==> config.mk <==
export PLATFORM = sky130hd
export DESIGN_NAME = updown_monitor
export DESIGN_NICKNAME = d
export VERILOG_FILES = /design/src/rtl/updown_monitor.sv
export SDC_FILE = /design/constraint.sdc
export NUM_CORES = 1
export LEC_CHECK = 0
export ABC_AREA = 1
export CORE_UTILIZATION = 30
export CTS_CLUSTER_DIAMETER = 60
export DETAILED_ROUTE_END_ITERATION = 8
export SETUP_SLACK_MARGIN = 0.4
export SLEW_MARGIN = 20
export SYNTH_ARGS = -nofsm -noshare
export SYNTH_HDL_FRONTEND = slang
export SYNTH_SLANG_ARGS = --single-unit
==> constraint.sdc <==
create_clock -name clk -period 3.27 [get_ports clk]
set_input_delay 0.654 -clock clk [delete_from_list [all_inputs] [get_ports clk]]
set_output_delay 0.654 -clock clk [all_outputs]
set_load 0.02 [all_outputs]
==> src/rtl/updown_monitor.sv <==
// updown_monitor: protocol checker for a ping-pong up/down counter bus.
// Recovers the count direction, flags turnarounds at 0 and MAX, and detects
// illegal steps. Latches a sticky fault after ERR_LIMIT errors and measures
// the bottom-to-bottom period in clocks.
module updown_monitor #(
  parameter int unsigned WIDTH     = 5,
  parameter int unsigned MAX       = 31,
  parameter int unsigned ERR_LIMIT = 3
) (
  input  logic             clk,
  input  logic             reset,
  input  logic             enable,
  input  logic [WIDTH-1:0] count,
  output logic             dir,
  output logic             locked,
  output logic             turn_top,
  output logic             turn_bot,
  output logic             err,
  output logic [3:0]       err_cnt,
  output logic             fault,
  output logic [15:0]      period,
  output logic             period_valid
);

  typedef enum logic [1:0] {
    ACQUIRE    = 2'd0,
    TRACK_UP   = 2'd1,
    TRACK_DOWN = 2'd2
  } state_t;

  // Comparisons use one extra bit so that prev+1 / prev-1 never wrap onto a
  // legal bus value.
  localparam logic [WIDTH:0] MAX_X   = (WIDTH+1)'(MAX);
  localparam logic [WIDTH:0] MAXM1_X = (WIDTH+1)'(MAX - 1);
  localparam logic [WIDTH:0] ONE_X   = (WIDTH+1)'(1);
  localparam logic [4:0]     LIMIT_X = 5'(ERR_LIMIT);

  state_t           state_q, state_d;
  logic [WIDTH-1:0] prev_count_q;
  logic             prev_en_q;
  logic             hist_valid_q;
  logic             turn_top_q, turn_top_d;
  logic             turn_bot_q, turn_bot_d;
  logic             err_q, err_d;
  logic [3:0]       err_cnt_q, err_cnt_d;
  logic             fault_q, fault_d;
  logic [15:0]      per_cnt_q, per_cnt_d;
  logic             seen_bot_q, seen_bot_d;
  logic [15:0]      period_q, period_d;
  logic             period_valid_q, period_valid_d;

  logic [WIDTH:0]   cnt_x, prev_x, prev_inc, prev_dec, expect_x;
  logic             turning, step_ok;
  logic [15:0]      per_inc;

  assign cnt_x    = {1'b0, count};
  assign prev_x   = {1'b0, prev_count_q};
  assign prev_inc = prev_x + ONE_X;
  assign prev_dec = prev_x - ONE_X;
  assign per_inc  = (per_cnt_q == '1) ? '1 : per_cnt_q + 16'd1;

  // Expected next sample for the tracking states, and whether it reverses.
  always_comb begin
    expect_x = prev_x;
    turning  = 1'b0;
    if (prev_en_q) begin
      if (state_q == TRACK_UP) begin
        turning  = (prev_x == MAX_X);
        expect_x = turning ? MAXM1_X : prev_inc;
      end else begin
        turning  = (prev_x == '0);
        expect_x = turning ? ONE_X : prev_dec;
      end
    end
    step_ok = (cnt_x == expect_x) && (cnt_x <= MAX_X);
  end

  // Direction tracking, step checking and error accounting.
  always_comb begin
    state_d    = state_q;
    turn_top_d = 1'b0;
    turn_bot_d = 1'b0;
    err_d      = 1'b0;
    err_cnt_d  = err_cnt_q;
    fault_d    = fault_q;
    if (hist_valid_q) begin
      unique case (state_q)
        ACQUIRE: begin
          if ((prev_en_q && cnt_x == prev_inc) || (prev_x == '0 && cnt_x == ONE_X)) begin
            state_d = TRACK_UP;
          end else if ((prev_en_q && cnt_x == prev_dec) ||
                       (prev_x == MAX_X && cnt_x == MAXM1_X)) begin
            state_d = TRACK_DOWN;
          end
        end
        TRACK_UP, TRACK_DOWN: begin
          if (!step_ok) begin
            err_d     = 1'b1;
            err_cnt_d = (err_cnt_q == 4'hF) ? 4'hF : err_cnt_q + 4'd1;
            if (({1'b0, err_cnt_q} + 5'd1) >= LIMIT_X) fault_d = 1'b1;
            state_d   = ACQUIRE;
          end else if (turning) begin
            if (state_q == TRACK_UP) begin
              turn_top_d = 1'b1;
              state_d    = TRACK_DOWN;
            end else begin
              turn_bot_d = 1'b1;
              state_d    = TRACK_UP;
            end
          end
        end
        default: state_d = ACQUIRE;
      endcase
    end
  end

  // Bottom-to-bottom period measurement in clocks.
  always_comb begin
    per_cnt_d      = per_cnt_q;
    seen_bot_d     = seen_bot_q;
    period_d       = period_q;
    period_valid_d = 1'b0;
    if (turn_bot_d) begin
      if (seen_bot_q) begin
        period_d       = per_inc;
        period_valid_d = 1'b1;
      end
      per_cnt_d  = '0;
      seen_bot_d = 1'b1;
    end else if (state_q != ACQUIRE) begin
      per_cnt_d = per_inc;
    end
    if (state_d == ACQUIRE) seen_bot_d = 1'b0;
  end

  // State, history and output registers with synchronous active-low reset.
  always_ff @(posedge clk) begin
    if (!reset) begin
      state_q        <= ACQUIRE;
      prev_count_q   <= '0;
      prev_en_q      <= 1'b0;
      hist_valid_q   <= 1'b0;
      turn_top_q     <= 1'b0;
      turn_bot_q     <= 1'b0;
      err_q          <= 1'b0;
      err_cnt_q      <= '0;
      fault_q        <= 1'b0;
      per_cnt_q      <= '0;
      seen_bot_q     <= 1'b0;
      period_q       <= '0;
      period_valid_q <= 1'b0;
    end else begin
      state_q        <= state_d;
      prev_count_q   <= count;
      prev_en_q      <= enable;
      hist_valid_q   <= 1'b1;
      turn_top_q     <= turn_top_d;
      turn_bot_q     <= turn_bot_d;
      err_q          <= err_d;
      err_cnt_q      <= err_cnt_d;
      fault_q        <= fault_d;
      per_cnt_q      <= per_cnt_d;
      seen_bot_q     <= seen_bot_d;
      period_q       <= period_d;
      period_valid_q <= period_valid_d;
    end
  end

  assign dir          = (state_q == TRACK_UP);
  assign locked       = (state_q != ACQUIRE);
  assign turn_top     = turn_top_q;
  assign turn_bot     = turn_bot_q;
  assign err          = err_q;
  assign err_cnt      = err_cnt_q;
  assign fault        = fault_q;
  assign period       = period_q;
  assign period_valid = period_valid_q;

endmodule

After elaboration in Yosys (flattened, before gate mapping)
Index checks and enable logic that the tools add are counted.
{"block": "op_classes", "addsub": 5, "n_mul": 0, "div_mod_pow": 0, "n_lt_le_gt_ge": 2, "eq_ne": 10, "shifts": 0, "n_mux": 24, "n_bitwise": 2, "reduce_logical": 20}
{"operator": "6-bit two-way mux", "count": 4}
{"operator": "5-bit by 6-bit equality test with 1-bit output", "count": 3}
{"operator": "16-bit by 1-bit adder with 16-bit output, second input constant", "count": 1}
{"operator": "16-bit equality test, second input constant", "count": 1}
{"operator": "16-bit two-way mux", "count": 1}
{"operator": "2-bit two-way mux", "count": 6}
{"operator": "1-bit two-way mux", "count": 11}
{"operator": "5-bit equality test, second input constant", "count": 2}
{"operator": "5-bit by 1-bit adder with 6-bit output, second input constant", "count": 1}
{"operator": "6-bit zero test", "count": 1}
{"operator": "3-bit AND reduction", "count": 2}
{"operator": "2-bit OR reduction", "count": 3}
{"operator": "5-bit by 1-bit subtractor with 6-bit output, second input constant", "count": 1}
{"operator": "4-bit by 1-bit adder with 5-bit output, second input constant", "count": 1}
{"operator": "5-bit by 1-bit equality test with 1-bit output, second input constant", "count": 1}
{"operator": "5-bit by 2-bit >= comparator with 1-bit output, second input constant", "count": 1}
{"operator": "5-bit <= comparator, second input constant", "count": 1}
{"operator": "1-bit logical AND", "count": 5}
{"operator": "5-bit AND reduction", "count": 1}
{"operator": "4-bit by 1-bit adder with 4-bit output, second input constant", "count": 1}
{"operator": "4-bit equality test, second input constant", "count": 1}
{"operator": "2-bit zero test", "count": 2}
{"operator": "4-bit two-way mux", "count": 1}
{"operator": "2-bit one-hot mux with 2 select lines", "count": 1}
{"operator": "7 further kinds", "count": 10}
{"block": "totals", "ff_bits": 51, "latch_bits": 0, "ram_bits": 0, "romBits": 0, "inputBits": 8, "out_inout_bits": 27, "elab_cells": 76, "mem_count": 0}

Depth between registers and ports, before layout
{"block": "depth", "ltp_word": 11, "mapped_depth": 21, "ltp_nobuf": 21}

Worst setup path before layout
OpenSTA, ideal clock, no wires.
{"block": "synth_timing", "path_type": "register -> register", "start": "register prev_count_q[1]", "end": "register period_q[10], in the netlist period[10]", "setup_time_ns": 0.118, "t_arrival_ns": 2.231, "required_ns": 3.152, "slack_ns": 0.921, "stages_incl_launch_ff": 16, "path_buffers": 1, "period_less_slack_ns": 2.349, "path_cell_list": "dfxtp_1 ha_1 nand2_1 nor2_1 ha_1 nand2_1 a21oi_1 nand2_1 nand3_1 nand3_1 nor2_4 and2_4 nand3_4 buf_6 nor3_1 nor2_1"}
{"block": "synth_via", "elab_chain_cells": 10}
{"item": "start: declaration", "line": "39", "source": "logic [WIDTH-1:0] prev_count_q;"}
{"item": "start signal: assignment", "line": "154", "source": "prev_count_q <= count;"}
{"item": "5-bit by 1-bit subtractor with 6-bit output (tied with other cells)", "line": "59", "source": "assign prev_dec = prev_x - ONE_X;"}
{"item": "6-bit two-way mux (on tied branches)", "line": "72, 69"}
{"item": "6-bit two-way mux", "line": "67", "source": "if (state_q == TRACK_UP) begin"}
{"item": "6-bit two-way mux", "line": "66", "source": "if (prev_en_q) begin"}
{"item": "5-bit by 6-bit equality test with 1-bit output", "line": "75", "source": "step_ok = (cnt_x == expect_x) && (cnt_x <= MAX_X);"}
{"item": "1-bit logical AND", "line": "75"}
{"item": "1-bit two-way mux *", "line": "97", "source": "if (!step_ok) begin"}
{"item": "1-bit two-way mux *", "line": "87", "source": "unique case (state_q)"}
{"item": "1-bit two-way mux *", "line": "86", "source": "if (hist_valid_q) begin"}
{"item": "2-bit AND reduction (no line) *"}
{"item": "end signal: assignment", "line": "164", "source": "period_q <= period_d;"}
{"item": "end: declaration", "line": "49", "source": "logic [15:0] period_q, period_d;"}
Every way passes the cells marked *; elsewhere a longest branch is shown, timed or not.
A chain may end at the register's enable or synchronous reset.

Worst setup path in the final report
{"block": "layout_timing", "start": "register state_q[1]", "end": "register per_cnt_q[3]"}
{"block": "layout_via", "elab_chain_cells": 9}
{"item": "start: declaration", "line": "38", "source": "state_t state_q, state_d;"}
{"item": "start signal: assignment", "line": "153", "source": "state_q <= state_d;"}
{"item": "2-bit by 1-bit equality test with 1-bit output", "line": "67, 87, 103"}
{"item": "6-bit two-way mux", "line": "67"}
{"item": "6-bit two-way mux", "line": "66"}
{"item": "5-bit by 6-bit equality test with 1-bit output", "line": "75"}
{"item": "1-bit logical AND", "line": "75"}
{"item": "1-bit two-way mux", "line": "97"}
{"item": "1-bit two-way mux", "line": "87"}
{"item": "1-bit two-way mux", "line": "86"}
{"item": "2-bit OR reduction (no line)"}
{"item": "end signal: assignment", "line": "162", "source": "per_cnt_q <= per_cnt_d;"}
{"item": "end: declaration", "line": "47", "source": "logic [15:0] per_cnt_q, per_cnt_d;"}
Parallel ways exist; a longest one is shown, timed or not.

==> results.json <==
{
  "pre_cts_slack_ns": 0.544,
  "cpMaxStageDelayCell": "dfxtp_1",
  "met3WireLength_um": 286,
  "io_buffers": 34,
  "n_antenna_cell": 0,
  "crit_chain": "inv_1 -> ha_1 -> inv_2 -> nand4_2 -> nand2_1 -> nand2_1 -> nand2_1 -> nand2_1 -> inv_1 -> nand2_2 -> nor2_4 -> and2_4 -> nand2_1 -> nand2_1 -> buf_4 -> a21oi_1",
  "cp-end-kind": "flop",
  "holdPathStages": 2,
  "worstSetupStartpointType": "flop",
  "synthCells": 445,
  "path_buf_inv": 4,
  "synth_warnings": 0,
  "hold_path.startpoint": "fault",
  "wirelength_um": 7210,
  "clkLatencyLatePin_ns": 0.32,
  "critical_path.most_common_cell": "nand2_1",
  "fin_crit_sh_pct": 81.1,
  "routedWlPerCell_um": 11.8,
  "drc_errors": 0,
  "hold_viol": 0,
  "maxCapViolations": 0,
  "syn_area_per_cell_um2": 6.63,
  "timing.setup.tns_ns": 0,
  "cts_tree": "yes",
  "die_h_um": 101,
  "antenna_found_initial": 0,
  "numCtsBuffers": 5,
  "core-area_mm2": 0.00937,
  "via_per_inst": 4.55,
  "dp.cells": 602,
  "syn2layout_area_growth_pct": 19.8,
  "wl_met1_um": 3580,
  "cts.sinks": 51,
  "grt_max_degree": 27,
  "cts_buffer_depth": 2,
  "finalCriticalPeriod_ns": 2.65,
  "critPathKind": "flop to flop",
  "critPathArrivalTime_ns": 2.86,
  "drive_gt1_share_pct": 8.07,
  "setup_viol": 0,
  "hp-class": "flop to flop",
  "cp_slowest_stage_delay_ns": 0.38,
  "highest_layer": "met4",
  "final.setup_skew_ns": 0.0114,
  "maxSlewViolCount": 0,
  "num_vias": 2785,
  "synth_cell_types": 33,
  "hpwl_um": 5280,
  "ys_ff_latch": 51,
  "place_congestion": 0.852,
  "num_rows": 35,
  "reg2reg_depth": 16,
  "p_per_area_mw_per_mm2": 327,
  "root_buffer": "clkbuf_8",
  "relSlewSlack_pct": 69.2,
  "grt_pass1_vias": 2656,
  "ir_drop_v": 0.000192,
  "first_pass_iters": 4,
  "worst_pin_slew_ns": 0.458,
  "chipWidth_um": 101,
  "reg2reg_to": "per_cnt_q[3]",
  "path_clk_slew_ns": 0.10,
  "ys_seq_area_share_pct": 34.6,
  "required_ns": 3.48,
  "antenna_left": 0,
  "synth_nets": 464,
  "fmax_mhz": 377,
  "r2r-start": "state_q[1]",
  "crit_fanout": 9,
  "reg2reg_slack_ns": 0.62,
  "hold_buffers": 0,
  "power_mw": 1.15,
  "cts_max_level": 2,
  "min_to": "fault",
  "rsz0062_at_grt": "yes",
  "fp.dieArea_mm2": 0.0102,
  "status": "complete, no violations",
  "grt_pass1_wl_um": 12000,
  "nNetsFinal": 501,
  "crit_family": "simple AND/OR/NAND/NOR gates",
  "grt_usage_pct": 14.7,
  "final_cells": 612,
  "fin_ws_ns": 0.620,
  "grt_remaining_overflow": 0,
  "synth_area_mm2": 0.00295,
  "start_util_pct": 31.5,
  "drt_iter0_markers": 104,
  "final_util_pct": 37.7,
  "io_pins": 35,
  "power_leakage_nw": 1.57,
  "wl_met2_um": 3220
}
==> sequential cells by signal, summed over array words and instances (netlist names) <==
register and count:
period 16, fault 1, hist_valid_q 1, err_cnt 4, per_cnt_q 16, err 1
state_q 2, period_valid 1, prev_count_q 5, turn_top 1, prev_en_q 1, turn_bot 1
seen_bot_q 1
==> cell type report <==
type                    instances  area [um2]
clock buffers                   5        68.8
clock inverters                 3        23.8
fillers                      1034        5840
inverters                      59         229
multi-input cells             323        1630
flip-flops and latches         51        1020
well taps                     129         161
repair buffers                 42         400
==> where the power goes <==
part | total, mW | internal, mW | switching, mW | leakage [nW]
clock | 0.388 | 0.155 | 0.233 | 0.0461
combinational | 0.130 | 0.0476 | 0.0825 | 1.11
sequential | 0.637 | 0.627 | 0.00952 | 0.413
==> worst max-delay path by stage <==
stage	from	endpoint	slack (ns)	cells past startpoint
detailed placement	prev_count_q[1]	period[13]	0.54	16
finish	state_q[1]	per_cnt_q[3]	0.62	16
global placement	count[4]	period[11]	0.60	11
floorplan	prev_count_q[1]	period[10]	0.92	15
CTS	prev_count_q[1]	period[11]	0.52	16
global route	prev_count_q[0]	period[1]	0.35	19
==> routing by layer <==
metal | up-vias | track usage, %
met5 | - | 0
met4 | 0 | 6.02
met3 | 9 | 2.55
met2 | 45 | 24.1
met1 | 1238 | 19.2
li1 | 1493 | -
==> cell usage in the layout, fill, tap and decap left out, types with 4 or more instances in the layout <==
master,count
ha_1,11
a21oi_1,28
nor2_2,4
nand3_1,33
buf_4,8
inv_2,6
inv_1,52
o21ai_0,23
nor3_1,16
xnor2_1,4
clkdlybuf4s50_1,34
o21ai_1,10
nand2_1,119
xor2_1,11
nor2_1,44
clkbuf_8,5
dfxtp_1,50
==> timing repair <==
action / 4_1_cts / 5_1_grt
buffers inserted: 0 / 2
resized for setup: 0 / 4
setup endpoints to repair: 0 / 33
==> per-stage QoR <==
step | hold slack (ns) | cell area [um2]
CTS | 0.462 | 3510
global placement | 0.431 | 3420
global route | 0.474 | 3540
floorplan | 0.440 | 2950
detailed placement | 0.444 | 3420
finish | 0.457 | 3540
==> cells in the mapped netlist, drive strengths merged <==
library cell  instances  area share (%)
inv                  59             7.6
nand3                35             6.5
or2                   2            0.42
clkbuf                6            0.76
nand2               120              15
nor3                 16             2.7
xnor2                 4             1.2
nor2                 51             7.5
ha                   11             4.7
nor3b                 2            0.68
o21ai                33             5.6
a31oi                 1            0.21
dfxtp                51              35
a21oi                28             4.7
and2                  1            0.30
buf                   6             1.9
xor2                 11             3.3
a32oi                 1            0.30
nor4                  3            0.64
nand4                 4             1.1
==> worst min-delay path, cell delays in order, from the launching register on <==
cell,delay [ns]
dfxtp_1,0.32
nand2_1,0.05
nand2_1,0.05
==> cell families after synthesis <==
logic type / share of synthesized area [%]
compound gates: 10.9
xor+xnor: 4.45
fa+ha+maj: 4.66
buf+inv: 10.2
flops: 34.6
simple gates: 35.2
Note: power is estimated with default switching activity, not from simulation.
